$ cat config.mk
export PLATFORM = sky130hd
export DESIGN_NAME = ecall_service_unit
export DESIGN_NICKNAME = d
export VERILOG_FILES = /design/src/rtl/ecall_service_unit.sv
export SDC_FILE = /design/constraint.sdc
export NUM_CORES = 1
export LEC_CHECK = 0
export CAP_MARGIN = 20
export CORE_UTILIZATION = 47
export CTS_BUF_LIST = sky130_fd_sc_hd__clkbuf_16
export CTS_CLUSTER_DIAMETER = 60
export CTS_CLUSTER_SIZE = 28
export DETAILED_ROUTE_END_ITERATION = 6
export GPL_TIMING_DRIVEN = 0
export PLACE_DENSITY = 0.95
export SLEW_MARGIN = 20
export SYNTH_ARGS = -nofsm -noshare
export SYNTH_HDL_FRONTEND = slang
export SYNTH_SLANG_ARGS = --single-unit
$ cat constraint.sdc
create_clock -name clk -period 3.62 [get_ports clk]
set_input_delay 0.724 -clock clk [delete_from_list [all_inputs] [get_ports clk]]
set_output_delay 0.724 -clock clk [all_outputs]
set_load 0.02 [all_outputs]
$ cat src/rtl/ecall_service_unit.sv
// Sequential ecall service controller: stalls the pipeline while it services
// PRINT_INT (display latch), READ_INT (debounced switch read) and EXIT (halt).
module ecall_service_unit #(
    parameter int          DATA_W          = 32,
    parameter int          SW_W            = 16,
    parameter int          DEBOUNCE_CYCLES = 200000,
    parameter int          HOLD_CYCLES     = 4,
    parameter logic [11:0] EOP_PRINT_INT   = 12'd1,
    parameter logic [11:0] EOP_READ_INT    = 12'd5,
    parameter logic [11:0] EOP_EXIT        = 12'd10
) (
    input  logic              clk,
    input  logic              rst_n,
    input  logic              ecall_valid,
    input  logic [11:0]       ecall_code,
    input  logic [DATA_W-1:0] a0_in,
    input  logic              confirm_btn,
    input  logic [SW_W-1:0]   switch_in,
    output logic              stall,
    output logic              rd_we,
    output logic [DATA_W-1:0] rd_data,
    output logic [DATA_W-1:0] disp_data,
    output logic              disp_valid,
    output logic              eRead,
    output logic              eWrite,
    output logic [11:0]       EcallOp,
    output logic              halted
);

    localparam int DCW = (DEBOUNCE_CYCLES < 1) ? 1 : $clog2(DEBOUNCE_CYCLES + 1);
    localparam int HCW = (HOLD_CYCLES < 1) ? 1 : $clog2(HOLD_CYCLES + 1);
    localparam logic [DCW-1:0] DB_MAX    = DCW'(DEBOUNCE_CYCLES);
    localparam logic [HCW-1:0] HOLD_LAST = HCW'(HOLD_CYCLES - 1);

    typedef enum logic [2:0] {
        S_IDLE,
        S_PRINT,
        S_WAIT_IN,
        S_WRBACK,
        S_DONE,
        S_HALT
    } state_e;

    state_e            state_q, state_d;
    logic [HCW-1:0]    hold_cnt_q, hold_cnt_d;
    logic [DATA_W-1:0] rd_data_q, rd_data_d;
    logic [DATA_W-1:0] disp_data_q, disp_data_d;
    logic              disp_valid_q, disp_valid_d;

    logic              sync1_q, sync2_q;
    logic [DCW-1:0]    db_cnt_q, db_cnt_d;
    logic              db_level_q, db_level_d;
    logic              confirm_pulse;
    logic              recognised;

    // sync1 != sync2 means sync2 changes at this edge, so the stability count restarts with it
    always_comb begin
        db_cnt_d   = db_cnt_q;
        db_level_d = db_level_q;
        if (sync1_q != sync2_q) begin
            db_cnt_d = '0;
        end else if (db_cnt_q != DB_MAX) begin
            db_cnt_d = db_cnt_q + DCW'(1);
        end
        if (db_cnt_q == DB_MAX) begin
            db_level_d = sync2_q;
        end
    end

    assign confirm_pulse = (db_cnt_q == DB_MAX) && sync2_q && !db_level_q;

    assign recognised = (ecall_code == EOP_PRINT_INT) ||
                        (ecall_code == EOP_READ_INT)  ||
                        (ecall_code == EOP_EXIT);

    always_comb begin
        state_d      = state_q;
        hold_cnt_d   = hold_cnt_q;
        rd_data_d    = rd_data_q;
        disp_data_d  = disp_data_q;
        disp_valid_d = disp_valid_q;
        stall        = 1'b0;
        rd_we        = 1'b0;
        eRead        = 1'b0;
        eWrite       = 1'b0;
        EcallOp      = 12'd0;
        halted       = 1'b0;
        case (state_q)
            S_IDLE: begin
                if (ecall_valid && recognised) begin
                    stall = 1'b1;
                    if (ecall_code == EOP_PRINT_INT) begin
                        disp_data_d  = a0_in;
                        disp_valid_d = 1'b1;
                        hold_cnt_d   = '0;
                        state_d      = S_PRINT;
                    end else if (ecall_code == EOP_READ_INT) begin
                        state_d = S_WAIT_IN;
                    end else begin
                        state_d = S_HALT;
                    end
                end
            end
            S_PRINT: begin
                stall      = 1'b1;
                eWrite     = 1'b1;
                EcallOp    = EOP_PRINT_INT;
                // The acceptance cycle counts as the first stalled cycle
                hold_cnt_d = hold_cnt_q + HCW'(1);
                if (hold_cnt_d >= HOLD_LAST) begin
                    state_d = S_DONE;
                end
            end
            S_WAIT_IN: begin
                stall   = 1'b1;
                eRead   = 1'b1;
                EcallOp = EOP_READ_INT;
                if (confirm_pulse) begin
                    rd_data_d = DATA_W'($signed(switch_in));
                    state_d   = S_WRBACK;
                end
            end
            S_WRBACK: begin
                stall   = 1'b1;
                eRead   = 1'b1;
                EcallOp = EOP_READ_INT;
                rd_we   = 1'b1;
                state_d = S_DONE;
            end
            S_DONE: begin
                state_d = S_IDLE;
            end
            S_HALT: begin
                stall   = 1'b1;
                halted  = 1'b1;
                EcallOp = EOP_EXIT;
            end
            default: begin
                state_d = S_IDLE;
            end
        endcase
    end

    always_ff @(posedge clk or negedge rst_n) begin
        if (!rst_n) begin
            state_q      <= S_IDLE;
            hold_cnt_q   <= '0;
            rd_data_q    <= '0;
            disp_data_q  <= '0;
            disp_valid_q <= 1'b0;
            sync1_q      <= 1'b0;
            sync2_q      <= 1'b0;
            db_cnt_q     <= '0;
            db_level_q   <= 1'b0;
        end else begin
            state_q      <= state_d;
            hold_cnt_q   <= hold_cnt_d;
            rd_data_q    <= rd_data_d;
            disp_data_q  <= disp_data_d;
            disp_valid_q <= disp_valid_d;
            sync1_q      <= confirm_btn;
            sync2_q      <= sync1_q;
            db_cnt_q     <= db_cnt_d;
            db_level_q   <= db_level_d;
        end
    end

    assign rd_data    = rd_data_q;
    assign disp_data  = disp_data_q;
    assign disp_valid = disp_valid_q;

endmodule

==> results.sh, run 1 <==
export IMPL_place_area_um2=5140
export IMPL_first_global_vias=3040
export IMPL_grt_total_usage_pct=25.1
export IMPL_post_route_min_period_ps=3530
export IMPL_worstPathMaxFanout=4
export IMPL_worstSetupStartpointType="input pin"
export IMPL_cp_arrival_ps=2810
export IMPL_critical_path_cell_chain="clkdlybuf4s50_1, nor4bb_2, o2111ai_1, a22oi_1, clkdlybuf4s50_1"
export IMPL_synth_area_um2=3600
export IMPL_drive_above_1_share_pct=23.2
export IMPL_antenna_found_initial=0
export IMPL_wl_um=10500
export IMPL_dp_hpwl_um=6680
export IMPL_syn_inst=300
export IMPL_synthArstFlopShare_pct=100
export IMPL_status="finished, final reports clean"
export IMPL_grt_max_degree=47
export IMPL_yosys_warnings=0
export IMPL_slew_viol_final=0
export IMPL_antenna_left=0
export IMPL_crit_buf_inv=2
export IMPL_gp_congestion=0.847
export IMPL_rrSetupSlack_ps=1400
export IMPL_finalCritPeriodShare_pct=97.6
export IMPL_nets=524
export IMPL_cts_root_buf="clkbuf_16"
export IMPL_final_setup_viol_count=0
export IMPL_die_area_um2=8000
export IMPL_area_growth_pct=51.8
export IMPL_power_density_nw_per_um2=393
export IMPL_fin_setup_tns_ps=0
export IMPL_crit_type="in2out"
export IMPL_timing_rr_start="db_cnt_q[0]"
export IMPL_clk_insertion_delay_late_ps=350
export IMPL_slowest_delay_ps=630
export IMPL_vias=2987
export IMPL_grt_pass1_wl_um=14600
export IMPL_hold_worst_slack_ps=317
export IMPL_port_buffers=137
export IMPL_drc_errors=0
export IMPL_cts_sinks=76
export IMPL_drt_iter0_drc=132
export IMPL_final_util_pct=74.4
export IMPL_worstMarginPinSlew_ps=681
export IMPL_p_leak_nw=2.46
export IMPL_synth_edff_count=0
export IMPL_hold_class="in2async"
export IMPL_ys_top_cells_by_area="dfrtp_1 (53%), mux2_2 (13%), buf_4 (5.4%)"
export IMPL_crit_family="buffers and inverters"
export IMPL_design_area_um2=5460
export IMPL_skew_ps=11.4
export IMPL_setup_worst_path_start="ecall_code[3]"
export IMPL_coreArea_um2=7330
export IMPL_start_util_pct=49.1
export IMPL_yosysTopAreaCellShare_pct=52.9
export IMPL_rsz0062_at_grt="false"
export IMPL_hold_buffers=0
export IMPL_worstPathRequired_ps=2900
export IMPL_cts_tree="done"
export IMPL_endpoint_kind="output port"
export IMPL_diodes=0
export IMPL_cpMaxStageDelayCell="clkdlybuf4s50_1"
export IMPL_wire_per_inst_um=18.8
export IMPL_h_tree_depth=3
export IMPL_die_width_um=89.5
export IMPL_viasPerCell=5.33
export IMPL_hold_violations=0
export IMPL_yosys_area_top_type="dfrtp_1"
export IMPL_synth_area_per_cell_um2=12.0
export IMPL_power_mw=2.14
export IMPL_grt_overflow=0
export IMPL_relSlewSlack_pct=54.3
export IMPL_clk_path_buf_depth=2
export IMPL_synth_most_common_cell="dfrtp_1"
export IMPL_path_clk_slew_ps=60
export IMPL_fp_dieH_um=89.5
export IMPL_synth_flop_cell="dfrtp_1"
export IMPL_core_rowCount=31
export IMPL_cpMostUsedCell="clkdlybuf4s50_1"
export IMPL_pin_count=146
export IMPL_vdd_drop_max_uv=333
export IMPL_synth_seq_cells=76
export IMPL_synth_cell_types=45
export IMPL_ys_seq_area_share_pct=52.9
export IMPL_fmax_ghz=0.283
export IMPL_synth_commonest_cells="dfrtp_1 (76), mux2_2 (40), buf_4 (26)"
export IMPL_first_pass_iters=4
export IMPL_cts_buffers=9
export IMPL_drv_cap=0
==> registers in the layout (all words and copies together) (netlist names) <==
signal,cells
sync1_q,1
disp_valid,1
sync2_q,1
rd_data,16
state_q,3
db_level_q,1
hold_cnt_q,3
db_cnt_q,18
disp_data,32
==> where the power goes <==
group,switching [mW],internal [mW]
Clock,0.406,0.476
Sequential,0.0356,0.881
Combinational,0.171,0.173
==> placed cells by master (no fill, tap or decap), types with 2 or more instances in the layout <==
cell type,n
and2_1,3
mux2_2,40
dfrtp_1,76
buf_6,2
nor3_1,7
nor2_1,24
clkbuf_1,5
ha_1,4
xnor2_1,8
nand3_1,4
xor2_1,6
clkinvlp_4,2
a31o_2,2
nor2b_1,2
nand3b_1,3
o22ai_1,2
conb_1,8
a21oi_1,4
clkdlybuf4s50_1,136
inv_1,10
a22oi_1,2
mux2_4,9
nand2b_1,2
nor4_1,7
buf_2,3
or3_1,2
buf_4,27
o21ai_0,2
clkbuf_16,9
o211ai_1,2
nand4_1,7
inv_6,3
nand2_1,14
nor4b_1,2
a31oi_1,2
==> layout make-up <==
class	count	area, µm²
fillers	409	1870
inverters	10	37.5
clock inverters	7	57.6
flip-flops and latches	76	1900
plain buffers	37	272
repair buffers	138	1400
multi-input cells	184	1440
clock buffers	9	225
well taps	99	124
==> through the flow <==
stage	instances	setup WS, ps
2_1_floorplan	307	1120
3_3_place_gp	543	-835
3_5_place_dp	544	22.4
4_1_cts	560	60.0
5_1_grt	560	29.8
6_report	560	88.4
==> cells by family (layout without fill, tap and decap cells) <==
logic type	Yosys count	count (layout)	synth area share, %
other	1	8	0.104
XOR/XNOR	14	14	3.41
flip-flops	76	76	52.9
multiplexers	50	50	16.6
AO/OA/AOI/OAI	22	22	4.31
buffers and inverters	47	201	8.59
AND/OR/NAND/NOR	86	86	12.7
adder cells (fa/ha/maj)	4	4	1.39
==> final timing paths <==
kind	to	cells past startpoint
worst max-delay path	stall	5
worst min-delay path	rd_data[5]	1
worst max register to register	rd_data[12]	8
worst min register to register	sync2_q	0
max in group asynchronous	disp_data[24]	2
min in group clk	sync2_q	0
==> worst register-to-register path, stage by stage (launching register included) <==
cell     delay (ps)
dfrtp_1         410
inv_1            80
ha_1            140
nor4b_1         240
nand4_1         200
or3_1           400
buf_6           160
buf_12          160
mux2_4          320
==> what timing repair did <==
action                                  4_1_cts  5_1_grt
gates resized for setup                       3        2
setup buffers                                 0        0
endpoints found under the setup margin        1        1
==> metal layers <==
| metal | part of all wire [%] | global-route usage, % | wire (µm) | up-vias |
|---|---|---|---|---|
| li1 | - | - | - | 1332 |
| met1 | 37 | 28.7 | 3900 | 1441 |
| met2 | 52 | 43.4 | 5470 | 175 |
| met3 | 7.0 | 6.37 | 734 | 39 |
| met4 | 3.9 | 13.3 | 414 | 0 |
| met5 | 0 | 0 | 0 | - |
Power figures use the tool's default switching activity.
==> inputs of run 2 (changes only) <==
--- a/config.mk
+++ b/config.mk
@@ -6,6 +6,8 @@
 export NUM_CORES = 1
 export LEC_CHECK = 0
 export CAP_MARGIN = 20
+export CORE_ASPECT_RATIO = 0.5
+export CORE_MARGIN = 2
 export CORE_UTILIZATION = 47
 export CTS_BUF_LIST = sky130_fd_sc_hd__clkbuf_16
 export CTS_CLUSTER_DIAMETER = 60
==> run 2 against run 1 <==
Effect of this change: global-route usage is 1.8 points lower; register-to-register slack worse by 120 ps; sequential power down 0.4%; design area grew 0.25%; setup slack gained 100 ps; combinational power is 6.7% lower; first-iteration DRC count is 65% higher; final cell count down 0.54%; non-clock buffer count stayed put; clock skew is 3.1 ps higher; die area increased by 5.0%; core utilization is 0.28 points lower; highest routed layer unchanged.
==> results.sh, run 2 (synthesis gave the netlist of run 1 again) <==
export IMPL_slew_viol_final=0
export IMPL_cts_sinks=76
export IMPL_drive_above_1_share_pct=22.6
export IMPL_drt_iter0_drc=218
export IMPL_area_growth_pct=52.2
export IMPL_antenna_found_initial=0
export IMPL_start_util_pct=48.7
export IMPL_cts_root_buf="clkbuf_16"
export IMPL_diodes=0
export IMPL_final_cell_mix="clkdlybuf4s50_1 (136), dfrtp_1 (76), mux2_2 (40), buf_4 (27), nor2_1 (24)"
export IMPL_core_rowCount=22
export IMPL_worstPathMaxFanout=4
export IMPL_fmax_ghz=0.292
export IMPL_wire_per_inst_um=17.9
export IMPL_final_setup_viol_count=0
export IMPL_first_global_vias=2871
export IMPL_post_cts_buffers=0
export IMPL_timing_rr_start="db_cnt_q[0]"
export IMPL_nets=524
export IMPL_status="finished, final reports clean"
export IMPL_antenna_left=0
export IMPL_viasPerCell=5.25
export IMPL_power_density_nw_per_um2=400
export IMPL_crit_type="in2out"
export IMPL_grt_max_degree=48
export IMPL_final_util_pct=74.2
export IMPL_layout_commonest_cell="clkdlybuf4s50_1"
export IMPL_largest_reg_flops=32
export IMPL_die_area_um2=8410
export IMPL_reg2reg_to="rd_data[12]"
export IMPL_pre_cts_ws_ps=108
export IMPL_setup_worst_path_start="ecall_code[9]"
export IMPL_grt_pass1_wl_um=14700
export IMPL_clk_path_buf_depth=2
export IMPL_pin_count=146
export IMPL_post_route_min_period_ps=3430
export IMPL_vias=2922
export IMPL_hold_worst_slack_ps=319
export IMPL_cp_arrival_ps=2710
export IMPL_hold_class="in2async"
export IMPL_dp_hpwl_um=6500
export IMPL_cts_buffers=9
export IMPL_drv_cap=0
export IMPL_endpoint_kind="output port"
export IMPL_port_buffers=137
export IMPL_vdd_drop_max_uv=265
export IMPL_worstMarginPinSlew_ps=775
export IMPL_skew_ps=14.5
export IMPL_path_clk_slew_ps=70
export IMPL_design_area_um2=5470
export IMPL_rsz0062_at_grt="false"
export IMPL_drc_errors=0
export IMPL_rrSetupSlack_ps=1280
export IMPL_place_area_um2=5140
export IMPL_fp_dieH_um=65.9
export IMPL_fin_setup_tns_ps=0
export IMPL_first_pass_iters=4
export IMPL_clk_insertion_delay_late_ps=350
export IMPL_die_width_um=128
export IMPL_grt_overflow=0
export IMPL_cts_tree="done"
export IMPL_ctsResizeCount=0
export IMPL_hold_violations=0
export IMPL_wl_um=9960
export IMPL_worstSetupStartpointType="input pin"
export IMPL_rr_worst_depth=8
export IMPL_fillers=452
export IMPL_relSlewSlack_pct=48.0
export IMPL_worstPathRequired_ps=2900
export IMPL_coreArea_um2=7380
export IMPL_setup_ws_ps=190
export IMPL_p_leak_nw=2.48
export IMPL_h_tree_depth=3
export IMPL_crit_end="stall"
export IMPL_hold_buffers=0
export IMPL_grt_total_usage_pct=23.3
export IMPL_gp_congestion=0.825
export IMPL_finalCritPeriodShare_pct=94.8
## run 2: how the worst min path moves through the flow
stage                       endpoint  slack (ps)        from
after floorplan              sync2_q         410     sync1_q
after global placement       sync2_q         420     sync1_q
after detailed placement  disp_valid         450  disp_valid
after CTS                 rd_data[8]         330       rst_n
after global routing      rd_data[8]         350       rst_n
final                     rd_data[8]         320       rst_n
## run 2: critical path: stages
cell,delay (ps)
clkdlybuf4s50_1,420
nor4_2,410
o2111ai_1,290
a22oi_1,220
clkdlybuf4s50_1,640
## run 2: final cells by class
cell class / instances / area [µm²] / area share, %
clock buffer: 9 / 225 / 4.12
multi-input combinational: 184 / 1440 / 26.2
buffer: 37 / 272 / 4.96
tap: 96 / 120 / 2.20
clock inverter: 7 / 83.8 / 1.53
timing repair buffer: 138 / 1400 / 25.5
sequential: 76 / 1900 / 34.8
inverter: 10 / 37.5 / 0.686
## run 2: where the power goes
| group | switching (mW) | internal [mW] | leakage, nW |
|---|---|---|---|
| Sequential | 0.0310 | 0.882 | 1.01 |
| Combinational | 0.151 | 0.170 | 1.32 |
| Clock | 0.358 | 0.595 | 0.155 |
## run 2: metal layers
layer  global-route usage [%]  wire length, µm  up-vias
met3                     6.80              524       35
li1                         -                -     1331
met4                     11.7              312        0
met5                        0                0        -
met2                     40.8             5320      110
met1                     26.7             3810     1446
## run 2: per-stage QoR
step / total power, mW / std cells
after global placement: 1.22 / 540
after detailed placement: 1.24 / 541
after CTS: 2.18 / 557
after global routing: 2.26 / 557
final: 2.19 / 557
after floorplan: 1.08 / 307
==> inputs of run 3 (changes only) <==
--- a/config.mk
+++ b/config.mk
@@ -14,7 +14,7 @@
 export CTS_CLUSTER_SIZE = 28
 export DETAILED_ROUTE_END_ITERATION = 6
 export GPL_TIMING_DRIVEN = 0
-export PLACE_DENSITY = 0.95
+export PLACE_DENSITY_LB_ADDON = 0.25
 export SLEW_MARGIN = 20
 export SYNTH_ARGS = -nofsm -noshare
 export SYNTH_HDL_FRONTEND = slang
==> run 3 against run 2 <==
Effect of this change: final cell count unchanged; largest power group is now registers; sequential share of layout area rose by 0.35 points; critical endpoint unchanged; combinational power fell by 1%; design area decreased by 1.0%.
==> results.sh, run 3 (synthesis gave the netlist of run 1 again) <==
export IMPL_fin_setup_tns_ps=0
export IMPL_antenna_left=0
export IMPL_status="finished, final reports clean"
export IMPL_slowest_delay_ps=640
export IMPL_cp_arrival_ps=2780
export IMPL_path_clk_slew_ps=60
export IMPL_clk_insertion_delay_late_ps=340
export IMPL_hold_class="in2async"
export IMPL_drive_above_1_share_pct=22.1
export IMPL_routed_top_layer="met4"
export IMPL_grt_pass1_wl_um=14000
export IMPL_power_density_nw_per_um2=373
export IMPL_finalCritPeriodShare_pct=96.8
export IMPL_cts_sinks=76
export IMPL_die_area_um2=8410
export IMPL_worstMarginPinSlew_ps=673
export IMPL_p_leak_nw=2.45
export IMPL_area_growth_pct=50.6
export IMPL_antenna_found_initial=0
export IMPL_worstPathRequired_ps=2900
export IMPL_rsz0062_at_grt="false"
export IMPL_pin_count=146
export IMPL_drt_iter0_drc=153
export IMPL_cts_buffers=9
export IMPL_grt_total_usage_pct=21.9
export IMPL_setup_worst_path_start="ecall_code[3]"
export IMPL_timing_rr_start="db_cnt_q[0]"
export IMPL_endpoint_kind="output port"
export IMPL_drv_cap=0
export IMPL_cpMostUsedCell="clkdlybuf4s50_1"
export IMPL_h_tree_depth=3
export IMPL_gp_congestion=0.789
export IMPL_drc_errors=0
export IMPL_vdd_drop_max_uv=269
export IMPL_dp_hpwl_um=6620
export IMPL_final_cell_mix="clkdlybuf4s50_1 (136), dfrtp_1 (76), mux2_2 (40), buf_4 (27), nor2_1 (24)"
export IMPL_pre_cts_ws_ps=42.4
export IMPL_die_width_um=128
export IMPL_nets=524
export IMPL_start_util_pct=48.7
export IMPL_skew_ps=7.43
export IMPL_largest_reg_flops=32
export IMPL_dr_wl_met2_um=4770
export IMPL_wl_um=8880
export IMPL_critical_path_cell_chain="clkdlybuf4s50_1, nor4bb_1, o2111ai_1, a22oi_1, clkdlybuf4s50_1"
export IMPL_core_rowCount=22
export IMPL_first_pass_iters=4
export IMPL_cts_tree="done"
export IMPL_relSlewSlack_pct=54.8
export IMPL_post_route_min_period_ps=3500
export IMPL_slew_viol_final=0
export IMPL_viasPerCell=5.12
export IMPL_hold_worst_slack_ps=284
export IMPL_hold_violations=0
export IMPL_crit_type="in2out"
export IMPL_final_util_pct=73.4
export IMPL_layout_commonest_cell="clkdlybuf4s50_1"
export IMPL_grt_overflow=0
export IMPL_wl_met1_um=3240
export IMPL_port_buffers=137
export IMPL_setup_ws_ps=117
export IMPL_hold_buffers=0
export IMPL_worstPathMaxFanout=4
export IMPL_worstSetupStartpointType="input pin"
export IMPL_grt_max_degree=55
export IMPL_coreArea_um2=7380
export IMPL_diodes=0
export IMPL_final_setup_viol_count=0
export IMPL_fmax_ghz=0.285
export IMPL_fp_dieH_um=65.9
export IMPL_routed_wl_met3_um=682
export IMPL_vias=2851
export IMPL_first_global_vias=2956
export IMPL_cts_root_buf="clkbuf_16"
export IMPL_cpMaxStageDelayCell="clkdlybuf4s50_1"
export IMPL_clk_path_buf_depth=2
export IMPL_wire_per_inst_um=15.9
-- run 3: cell types whose count changed in the layout (fill, tap and decap cells not counted) --
cell and change:
bufinv_16 -2, nor4bb_2 -1, nor4bb_1 +1, clkinvlp_4 +1, inv_1 -1, clkinv_1 +2
-- run 3: metal layers --
metal	vias to the layer above	global-route usage, %
met5	-	0
met4	0	8.10
met3	18	9.30
met2	84	40.6
met1	1419	22.4
li1	1330	-
-- run 3: through the flow --
step	instances	area, µm²	power (mW)
floorplan	307	3620	1.08
global placement	540	5110	1.22
detailed placement	541	5140	1.24
CTS	557	5400	2.03
global route	557	5420	2.11
finish	557	5420	2.02
-- run 3: final timing paths --
path,endpoint,slack [ps],cells after the start
max reg2reg,rd_data[12],1400,8
min in group clk,sync2_q,440,0
min,disp_data[1],280,1
min reg2reg,sync2_q,440,0
max,stall,120,5
max in group asynchronous,db_cnt_q[6],2770,2
-- run 3: final cells by class --
| class | count | area [µm²] |
|---|---|---|
| Fill cell | 494 | 1960 |
| Sequential cell | 76 | 1900 |
| Multi-Input combinational cell | 184 | 1430 |
| Timing Repair Buffer | 138 | 1400 |
| Buffer | 37 | 272 |
| Clock buffer | 9 | 225 |
| Tap cell | 96 | 120 |
| Inverter | 10 | 37.5 |
| Clock inverter | 7 | 35.0 |
-- run 3: repair_timing --
item | in CTS | in global routing
endpoints found under the setup margin | 0 | 1
gates resized for setup | 0 | 3
setup buffers | 0 | 0
-- run 3: where the power goes --
group / total [mW] / internal, mW / switching, mW
logic: 0.317 / 0.170 / 0.147
clock network: 0.789 / 0.452 / 0.336
registers: 0.913 / 0.883 / 0.0303
total: 2.02 / 1.50 / 0.514
-- run 3: critical path, delay by kind of cell --
family	cells	cell delay, ps
buffers and inverters	2	1130
AO/OA/AOI/OAI	2	540
AND/OR/NAND/NOR	1	380
